--- src/rtl/lif_pkg.sv ---
// Shared types and constants for the LIF neuron scheduler.
// Holds the FSM state encoding and default datapath widths.
package lif_pkg;

    localparam int LIF_WIDTH = 8;
    // One extra bit so U - leak + I can be clamped instead of wrapping.
    localparam int LIF_SUM_W = LIF_WIDTH + 1;

    typedef enum logic [1:0] {
        ST_IDLE,
        ST_RUN,
        ST_DONE
    } lif_state_e;

endpackage

--- src/rtl/lif_update.sv ---
// Combinational leaky integrate-and-fire update for a single neuron.
// Ports: u_i membrane, w_i weight, cur_i current -> u_next_o, spike_o.
module lif_update
    import lif_pkg::*;
#(
    parameter int WIDTH      = LIF_WIDTH,
    parameter int BETA_SHIFT = 4,
    parameter int THRESH     = 128
) (
    input  logic [WIDTH-1:0] u_i,
    input  logic [WIDTH-1:0] w_i,
    input  logic [WIDTH-1:0] cur_i,
    output logic [WIDTH-1:0] u_next_o,
    output logic             spike_o
);

    localparam int SUM_W = WIDTH + (LIF_SUM_W - LIF_WIDTH);
    localparam logic [WIDTH-1:0] TH = WIDTH'(THRESH);

    logic [2*WIDTH-1:0] prod;
    logic [WIDTH-1:0]   inj;
    logic [WIDTH-1:0]   leak;
    logic [SUM_W-1:0]   sum;
    logic [WIDTH-1:0]   sat;
    logic               fire;

    always_comb begin
        prod = {{WIDTH{1'b0}}, cur_i} * {{WIDTH{1'b0}}, w_i};
        inj  = prod[2*WIDTH-1:WIDTH];
        leak = u_i >> BETA_SHIFT;
        // leak <= u, so the subtraction never underflows.
        sum  = SUM_W'(u_i) - SUM_W'(leak) + SUM_W'(inj);
        sat  = sum[SUM_W-1] ? {WIDTH{1'b1}} : sum[WIDTH-1:0];
        fire = (sat >= TH);
        u_next_o = fire ? (sat - TH) : sat;
        spike_o  = fire;
    end

endmodule

--- src/rtl/lif_scheduler.sv ---
// Time-multiplexed LIF scheduler: one shared update unit walks all neurons
// per tick. Ports: tick/current in, cfg_* weight writes, rd_* membrane
// readback, busy/done status, spike vector, sticky overrun flag.
module lif_scheduler
    import lif_pkg::*;
#(
    parameter int N_NEURONS  = 8,
    parameter int WIDTH      = LIF_WIDTH,
    parameter int BETA_SHIFT = 4,
    parameter int THRESH     = 128,
    parameter logic [WIDTH-1:0] WEIGHT_RST = {WIDTH{1'b1}},
    localparam int AW = $clog2(N_NEURONS)
) (
    input  logic                 clk_i,
    input  logic                 rst_i,
    input  logic                 tick_i,
    input  logic [WIDTH-1:0]     current_i,
    input  logic                 cfg_we_i,
    input  logic [AW-1:0]        cfg_addr_i,
    input  logic [WIDTH-1:0]     cfg_data_i,
    input  logic [AW-1:0]        rd_addr_i,
    output logic [WIDTH-1:0]     rd_data_o,
    output logic                 busy_o,
    output logic                 done_o,
    output logic [N_NEURONS-1:0] spike_o,
    output logic                 overrun_o
);

    lif_state_e state_q, state_d;
    logic [AW-1:0]        cnt_q, cnt_d;
    logic [WIDTH-1:0]     cur_q;
    logic [WIDTH-1:0]     u_q [N_NEURONS];
    logic [WIDTH-1:0]     w_q [N_NEURONS];
    logic [N_NEURONS-1:0] shadow_q;
    logic [N_NEURONS-1:0] spike_q;
    logic                 overrun_q;

    logic [WIDTH-1:0] u_nxt;
    logic             spk;

    lif_update #(
        .WIDTH      (WIDTH),
        .BETA_SHIFT (BETA_SHIFT),
        .THRESH     (THRESH)
    ) u_upd (
        .u_i      (u_q[cnt_q]),
        .w_i      (w_q[cnt_q]),
        .cur_i    (cur_q),
        .u_next_o (u_nxt),
        .spike_o  (spk)
    );

    always_comb begin
        state_d = state_q;
        cnt_d   = cnt_q;
        busy_o  = 1'b0;
        done_o  = 1'b0;
        unique case (state_q)
            ST_IDLE: begin
                if (tick_i) begin
                    state_d = ST_RUN;
                    cnt_d   = '0;
                end
            end
            ST_RUN: begin
                busy_o = 1'b1;
                cnt_d  = cnt_q + 1'b1;
                if (cnt_q == AW'(N_NEURONS - 1)) begin
                    state_d = ST_DONE;
                end
            end
            ST_DONE: begin
                busy_o  = 1'b1;
                done_o  = 1'b1;
                state_d = ST_IDLE;
            end
            default: state_d = ST_IDLE;
        endcase
    end

    always_ff @(posedge clk_i) begin
        if (rst_i) begin
            state_q   <= ST_IDLE;
            cnt_q     <= '0;
            cur_q     <= '0;
            shadow_q  <= '0;
            spike_q   <= '0;
            overrun_q <= 1'b0;
            for (int i = 0; i < N_NEURONS; i++) begin
                u_q[i] <= '0;
                w_q[i] <= WEIGHT_RST;
            end
        end else begin
            state_q <= state_d;
            cnt_q   <= cnt_d;
            if (tick_i) begin
                if (state_q == ST_IDLE) cur_q <= current_i;
                else overrun_q <= 1'b1;
            end
            if (state_q == ST_RUN) begin
                u_q[cnt_q]      <= u_nxt;
                shadow_q[cnt_q] <= spk;
            end
            // Publish the whole timestep at once.
            if (state_q == ST_DONE) spike_q <= shadow_q;
            // The update above read the old weight this cycle.
            if (cfg_we_i) w_q[cfg_addr_i] <= cfg_data_i;
        end
    end

    assign rd_data_o = u_q[rd_addr_i];
    assign spike_o   = spike_q;
    assign overrun_o = overrun_q;

endmodule

--- config.mk ---
export PLATFORM = sky130hd
export DESIGN_NAME = lif_scheduler
export DESIGN_NICKNAME = d
export VERILOG_FILES = /design/src/rtl/lif_pkg.sv /design/src/rtl/lif_update.sv /design/src/rtl/lif_scheduler.sv
export SDC_FILE = /design/constraint.sdc
export NUM_CORES = 1
export LEC_CHECK = 0
export ABC_AREA = 1
export CORE_MARGIN = 4
export CORE_UTILIZATION = 62
export CTS_CLUSTER_DIAMETER = 80
export DETAILED_ROUTE_END_ITERATION = 7
export GPL_TIMING_DRIVEN = 0
export PLACE_DENSITY = 0.85
export SYNTH_ARGS = -nofsm -noshare
export SYNTH_HDL_FRONTEND = slang
export SYNTH_SLANG_ARGS = --single-unit
--- constraint.sdc ---
create_clock -name clk_i -period 9.1 [get_ports clk_i]
set_input_delay 1.365 -clock clk_i [delete_from_list [all_inputs] [get_ports clk_i]]
set_output_delay 1.365 -clock clk_i [all_outputs]
set_load 0.03 [all_outputs]
==> flow_summary.toml, run 1 <==
[run_status]
status = "completed"

[clock_network]
cts_buffers = 17
cts_tree = "yes"
cts_setup_buffers = 0
htreeDepth = 4
clk_latency_ns = 0.44
post_cts_resized = 0
path_clk_slew_ns = 0.07
clockRootBuffer = "clkbuf_16"
clock_path_buffers = 2
numClockSinks = 161
postCtsHoldBufs = 0

[global_routing]
overflow = 0
antenna_found_initial = 0
grt_usage_pct = 29.69
first_global_vias = 8376
grt_max_degree = 17
grt_pass1_wl_mm = 42.38

[synthesis]
synth-seq-cells = 161
ys_async_sr_fraction_pct = 0
ys_seq_area_share_pct = 44.78
synthFlopType = "edfxtp_1"
yosys.cell_types.count = 37
synth_edf_count = 128
mappedNetlistArea_mm2 = 0.01006
yosys_warnings = 0
syn_area_per_cell_um2 = 8.390
synthCells = 1199

[sta]
drv_slew = 0
setup_violations = 0
fin_setup_tns_ns = 0
grt_setup_unrepaired = "no"
final.min_clock_period_ns = 7.905
fin_skew_ns = 0.01154
hold_violations = 0
worst_pin_slew_ns = 1.236
timing.final.crit_share_pct = 86.87
maxSlewHeadroom_pct = 16.75
fmaxAchievable_mhz = 126.5

[detailed_routing]
routed_wl_mm = 26.32
wl_per_cell_um = 17.58
drt-pass1-iter-count = 5
ant_nets = 0
drt-initial-drc-count = 1003
vias = 8704
vias_per_cell = 5.814
drc = 0

[floorplanning]
die_w_um = 135.4
io_pins = 45
dieHeight_um = 135.4
core_area_mm2 = 0.01589
die_area_mm2 = 0.01833
start_util_pct = 63.33
rows = 46

[setup_path]
cp.required_ns = 9.30
arrival_ns = 8.10
crit_fanout = 10
slowest_delay_ns = 0.55
slowest_stage = "fa_1"
crit_path_end_kind = "flop"
worstSetupPathType = "reg -> reg"
cpMostUsedCell = "fa_1"
startpoint_type = "flop"

[power]
power_per_cell_area_mw_per_mm2 = 246.5
p_leak_nw = 5.204
peakVddDrop_v = 0.0002072

[layout]
final_cell_mix = "252 x nand2_1, 186 x inv_1, 161 x nor2_1"
final_core_util_pct = 71.75
area_delta_synth_final_pct = 13.30
final_common_cell = "nand2_1"
nNetsFinal = 1384
diodes = 0
drive_gt1_share_pct = 4.137

[min_path]
worstHoldPathType = "reg -> reg"

[place]
io_buffer_count = 43
gp_congestion = 0.9396
dpl.hpwl_mm = 19.33

[flow_run]
drv_cap = 0
[critical path: cells and delay by family (launching register included)]
kind | cells | cell delay [ns]
AOI/OAI and AO/OA | 6 | 1.16
xor gates and xnor gates | 2 | 0.38
adders and majority gates | 7 | 3.48
buffers and inverters | 7 | 1.06
DFF | 1 | 0.39
and+or+nand+nor | 6 | 1.20
[worst paths after layout]
kind,from,cells after the start,slack [ns],to
max,flop,28,1.19,u_q[3][2]
min,shadow_q[7],2,0.48,shadow_q[7]
max reg2reg,flop,28,1.19,u_q[3][2]
min reg2reg,shadow_q[7],2,0.48,shadow_q[7]
[per-stage QoR]
step | total power [mW] | setup slack, ns | instance area (um^2) | hold WS (ns) | cells
global route | 2.990 | 0.7220 | 11400 | 0.5027 | 1497
global placement | 2.024 | 1.499 | 10790 | 0.4514 | 1465
detailed placement | 2.053 | 1.367 | 10790 | 0.4685 | 1465
floorplan | 1.716 | 2.550 | 10090 | 0.4494 | 1206
finish | 2.809 | 1.195 | 11400 | 0.4800 | 1497
CTS | 2.794 | 1.296 | 11400 | 0.4851 | 1497
[synth_stat cells, types with 7 or more instances]
master	count	area share (%)
a21oi_1	66	3.3
a31oi_1	11	0.68
buf_2	10	0.50
clkbuf_1	28	1.0
dfxtp_1	33	6.6
edfxtp_1	128	38
fa_1	39	7.8
ha_1	51	6.3
inv_1	186	6.9
nand2_1	252	9.4
nand3_1	34	1.7
nor2_1	161	6.0
o211ai_1	15	1.1
o21ai_0	128	6.4
xor2_1	7	0.61
[power breakdown]
group | switching (mW) | internal (mW)
clock network | 0.310 | 0.437
registers | 0.0209 | 0.843
logic | 0.815 | 0.384
[cells by family (layout without fill, tap and decap cells)]
| logic type | count (synthesis) | count (layout) | synth area share, % |
|---|---|---|---|
| xor gates and xnor gates | 11 | 11 | 1.032 |
| AOI/OAI and AO/OA | 240 | 240 | 13.02 |
| adders and majority gates | 90 | 90 | 14.10 |
| other | 1 | 8 | 0.03728 |
| buffers and inverters | 229 | 304 | 8.706 |
| DFF | 161 | 161 | 44.78 |
| and+or+nand+nor | 467 | 467 | 18.32 |
[metal layers]
metal  vias up  GRT usage (%)  routed length [um]
met5         -              0                   0
met2       497          47.65               12510
li1       4055              -                   -
met3        66          6.092                2644
met4         0          11.42                 730
met1      4086          40.12               10430
[flip-flops by register name, indices dropped and copies added, names as in the netlist, named ones only]
name       cells
overrun_o      1
u_q           64
spike_o        8
cnt_q          3
state_q        2
cur_q          8
shadow_q       8
w_q           64
[final cells by class]
class	instances	area, um^2
well taps	216	270.3
flip-flops and latches	161	4504
fillers	1223	4488
plain buffers	39	162.7
multi-input cells	816	4706
inverters	190	713.2
clock inverters	14	181.4
repair buffers	43	430.4
clock buffers	18	429.2
No activity file was read; power rests on OpenSTA's default activity.
==> inputs of run 2 (changes only) <==
- CORE_UTILIZATION: 62 -> 63
- CTS_BUF_LIST: default -> sky130_fd_sc_hd__clkbuf_4 sky130_fd_sc_hd__clkbuf_8
- PLACE_DENSITY: 0.85 -> 0.87
==> flow_summary.toml, run 2 (synthesized netlist as in run 1, its figures left out) <==
[clock_network]
clock_path_buffers = 2
clk_latency_ns = 0.47
post_cts_resized = 0
clockRootBuffer = "clkbuf_8"
htreeDepth = 4
cts_setup_buffers = 0
postCtsHoldBufs = 0
numClockSinks = 161
cts_tree = "yes"
path_clk_slew_ns = 0.09
cts_buffers = 17

[detailed_routing]
drc = 0
ant_nets = 0
dr_wl_met3_mm = 2.726
top_layer = "met4"
drt-met1-wl_mm = 10.21
drt-initial-drc-count = 1235
drt-pass1-iter-count = 6
wl_per_cell_um = 17.46
routed_wl_mm = 26.05
vias_per_cell = 5.897
wl_met2_mm = 12.37
vias = 8799

[setup_path]
crit_fanout = 10
crit_path_end_kind = "flop"
startpoint_type = "flop"
cp.required_ns = 9.33
arrival_ns = 8.10
slowest_delay_ns = 0.56
cpMostUsedCell = "fa_1"
worstSetupPathType = "reg -> reg"
slowest_stage = "fa_1"

[power]
power_per_cell_area_mw_per_mm2 = 230.8
peakVddDrop_v = 0.0002529
power_mw = 2.571
p_leak_nw = 5.092

[global_routing]
overflow = 0
first_global_vias = 8582
grt_pass1_wl_mm = 41.94
grt_max_degree = 17
grt_usage_pct = 29.41
antenna_found_initial = 0

[layout]
final_cell_area_mm2 = 0.01114
final_cell_mix = "252 x nand2_1, 186 x inv_1, 161 x nor2_1"
fin_cells = 1492
fill_cells = 1169
final_common_cell = "nand2_1"
nNetsFinal = 1384
diodes = 0
largestRegisters = "u_q: 64 flops, w_q: 64 flops"
area_delta_synth_final_pct = 10.76
drive_gt1_share_pct = 4.215

[floorplanning]
die_area_mm2 = 0.01805
rows = 45
dieHeight_um = 134.4
start_util_pct = 65.21
die_w_um = 134.4
io_pins = 45
core_area_mm2 = 0.01543

[place]
gp_congestion = 0.9387
place.detailed.instances = 1460
dpl.hpwl_mm = 19.30
place_area_mm2 = 0.01078
io_buffer_count = 43

[sta]
drv_slew = 0
fin_skew_ns = 0.01232
maxSlewHeadroom_pct = 5.196
timing.final.crit_share_pct = 86.56
hold_violations = 0
fin_setup_tns_ns = 0
fmaxAchievable_mhz = 127.0
worst_pin_slew_ns = 1.407
final.min_clock_period_ns = 7.877
hold_ws_ns = 0.4770
setup_violations = 0
grt_setup_unrepaired = "no"

[run_status]
status = "completed"

[min_path]
worstHoldPathType = "reg -> reg"

[flow_run]
drv_cap = 0
-- run 2: per-layer routing --
layer | global-route usage (%) | vias up
li1 | - | 4043
met1 | 39.94 | 4069
met2 | 48.46 | 585
met3 | 5.551 | 102
met4 | 8.993 | 0
met5 | 0 | -
-- run 2: worst paths after layout --
path / depth (start not counted) / from / slack (ns) / endpoint
setup / recovery: 28 / flop / 1.22 / u_q[6][2]
setup reg to reg: 28 / flop / 1.22 / u_q[6][2]
hold reg to reg: 2 / shadow_q[1] / 0.48 / shadow_q[1]
hold / removal: 2 / shadow_q[1] / 0.48 / shadow_q[1]
-- run 2: critical path, delay by kind of cell (launching register included) --
| family | cells | cell delay (ns) |
|---|---|---|
| adder cells (fa/ha/maj) | 7 | 3.43 |
| AO/OA/AOI/OAI | 7 | 1.32 |
| AND/OR/NAND/NOR | 5 | 1.18 |
| buffers and inverters | 7 | 0.99 |
| flip-flops | 1 | 0.39 |
| XOR/XNOR | 2 | 0.33 |
-- run 2: area by class of cell --
cell class	instances	area, um^2	area share, %
tap	211	264.0	2.369
sequential	161	4504	40.43
clock inverter	13	112.6	1.011
inverter	190	713.2	6.401
clock buffer	19	249.0	2.235
buffer	39	162.7	1.460
timing repair buffer	43	430.4	3.863
multi-input combinational	816	4706	42.23
-- run 2: per-stage QoR --
step                worst slack [ns]  util (%)
floorplan                      2.550         -
global placement               1.446     69.88
detailed placement             1.362     69.88
CTS                            1.277     72.22
global route                  0.8369     72.22
finish                         1.223     72.22
-- run 2: where the power goes --
group / switching (mW) / leakage, nW / total (mW) / internal, mW
combinational: 0.826 / 3.34 / 1.21 / 0.388
clock: 0.272 / 0.183 / 0.494 / 0.221
sequential: 0.0215 / 1.57 / 0.864 / 0.842
==> inputs of run 3 (changes only) <==
- CORE_MARGIN: 4 -> 2
==> flow_summary.toml, run 3 (synthesized netlist as in run 1, its figures left out) <==
[setup_path]
slowest_stage = "fa_1"
slowest_delay_ns = 0.54
crit_fanout = 10
cpMostUsedCell = "fa_1"
startpoint_type = "flop"
worstSetupPathType = "reg -> reg"
crit_path_end_kind = "flop"
cp.required_ns = 9.34
arrival_ns = 8.15

[detailed_routing]
routed_wl_mm = 25.70
drc = 0
drt-initial-drc-count = 968
vias = 8613
ant_nets = 0
wl_per_cell_um = 17.18
drt-pass1-iter-count = 8
vias_per_cell = 5.757

[floorplanning]
rows = 46
start_util_pct = 63.79
core_area_mm2 = 0.01577
dieHeight_um = 130.4
die_w_um = 130.4
io_pins = 45
die_area_mm2 = 0.01700

[clock_network]
clock_path_buffers = 2
clk_latency_ns = 0.48
cts_setup_buffers = 0
numClockSinks = 161
clockRootBuffer = "clkbuf_8"
postCtsHoldBufs = 0
htreeDepth = 4
cts_tree = "yes"
path_clk_slew_ns = 0.08
post_cts_resized = 0
cts_buffers = 17

[place]
io_buffer_count = 43
dpl.hpwl_mm = 18.69
gp_congestion = 0.9432
place.detailed.instances = 1465
place_area_mm2 = 0.01079

[layout]
final_common_cell = "nand2_1"
nNetsFinal = 1384
final_cell_area_mm2 = 0.01120
area_delta_synth_final_pct = 11.36
fin_cells = 1496
drive_gt1_share_pct = 3.906
final_cell_mix = "252 x nand2_1, 186 x inv_1, 161 x nor2_1"
largestRegisters = "u_q: 64 flops, w_q: 64 flops"
diodes = 0

[sta]
hold_ws_ns = 0.4774
worst_pin_slew_ns = 1.348
final.min_clock_period_ns = 7.908
grt_setup_unrepaired = "no"
fin_setup_tns_ns = 0
hold_violations = 0
timing.final.crit_share_pct = 86.90
fin_skew_ns = 0.01009
setup_violations = 0
drv_slew = 0
maxSlewHeadroom_pct = 9.174
fmaxAchievable_mhz = 126.5

[global_routing]
antenna_found_initial = 0
overflow = 0
grt_max_degree = 17
first_global_vias = 8490
grt_pass1_wl_mm = 41.12
grt_usage_pct = 31.82

[min_path]
worstHoldPathType = "reg -> reg"
hold_start = "overrun_o"

[run_status]
status = "completed"

[power]
power_per_cell_area_mw_per_mm2 = 236.8
p_leak_nw = 5.118
power_mw = 2.652
peakVddDrop_v = 0.0002270

[flow_run]
drv_cap = 0
==> run 3: worst max-delay path, delay by kind of cell (launching register included) <==
kind | cells | cell delay [ns]
compound gates | 7 | 1.34
xor+xnor | 2 | 0.33
fa+ha+maj | 7 | 3.40
buf+inv | 7 | 0.97
flops | 1 | 0.37
simple gates | 5 | 1.25
==> run 3: cell type report <==
cell class | instances | area [um^2]
Buffer | 39 | 162.7
Clock buffer | 19 | 249.0
Clock inverter | 12 | 166.4
Fill cell | 1197 | 4568
Inverter | 190 | 713.2
Multi-Input combinational cell | 816 | 4706
Sequential cell | 161 | 4504
Tap cell | 216 | 270.3
Timing Repair Buffer | 43 | 430.4
==> run 3: where the power goes <==
group          switching [mW]  leakage, nW  internal [mW]
combinational           0.842         3.34          0.386
clock                   0.262        0.209          0.300
sequential             0.0207         1.57          0.842
total                    1.12         5.12           1.53
==> run 3: layer usage <==
layer / GRT usage [%] / vias up / wire length (um)
met1: 41.76 / 3939 / 9973
met5: 0 / - / 0
li1: - / 4042 / -
met3: 7.175 / 94 / 2850
met4: 15.52 / 0 / 976
met2: 50.57 / 538 / 11900
==> run 3: per-stage QoR <==
stage	setup slack [ns]	utilization, %
floorplan	2.550	-
global placement	1.534	68.40
detailed placement	1.319	68.40
CTS	1.292	71.03
global route	0.7176	71.03
finish	1.192	71.03
==> run 3: path summary, 6_finish.rpt <==
check	endpoint	slack [ns]	cells after the start
worst max register to register	u_q[6][2]	1.19	28
worst max-delay path	u_q[6][2]	1.19	28
worst min-delay path	overrun_o	0.48	2
worst min register to register	overrun_o	0.48	2
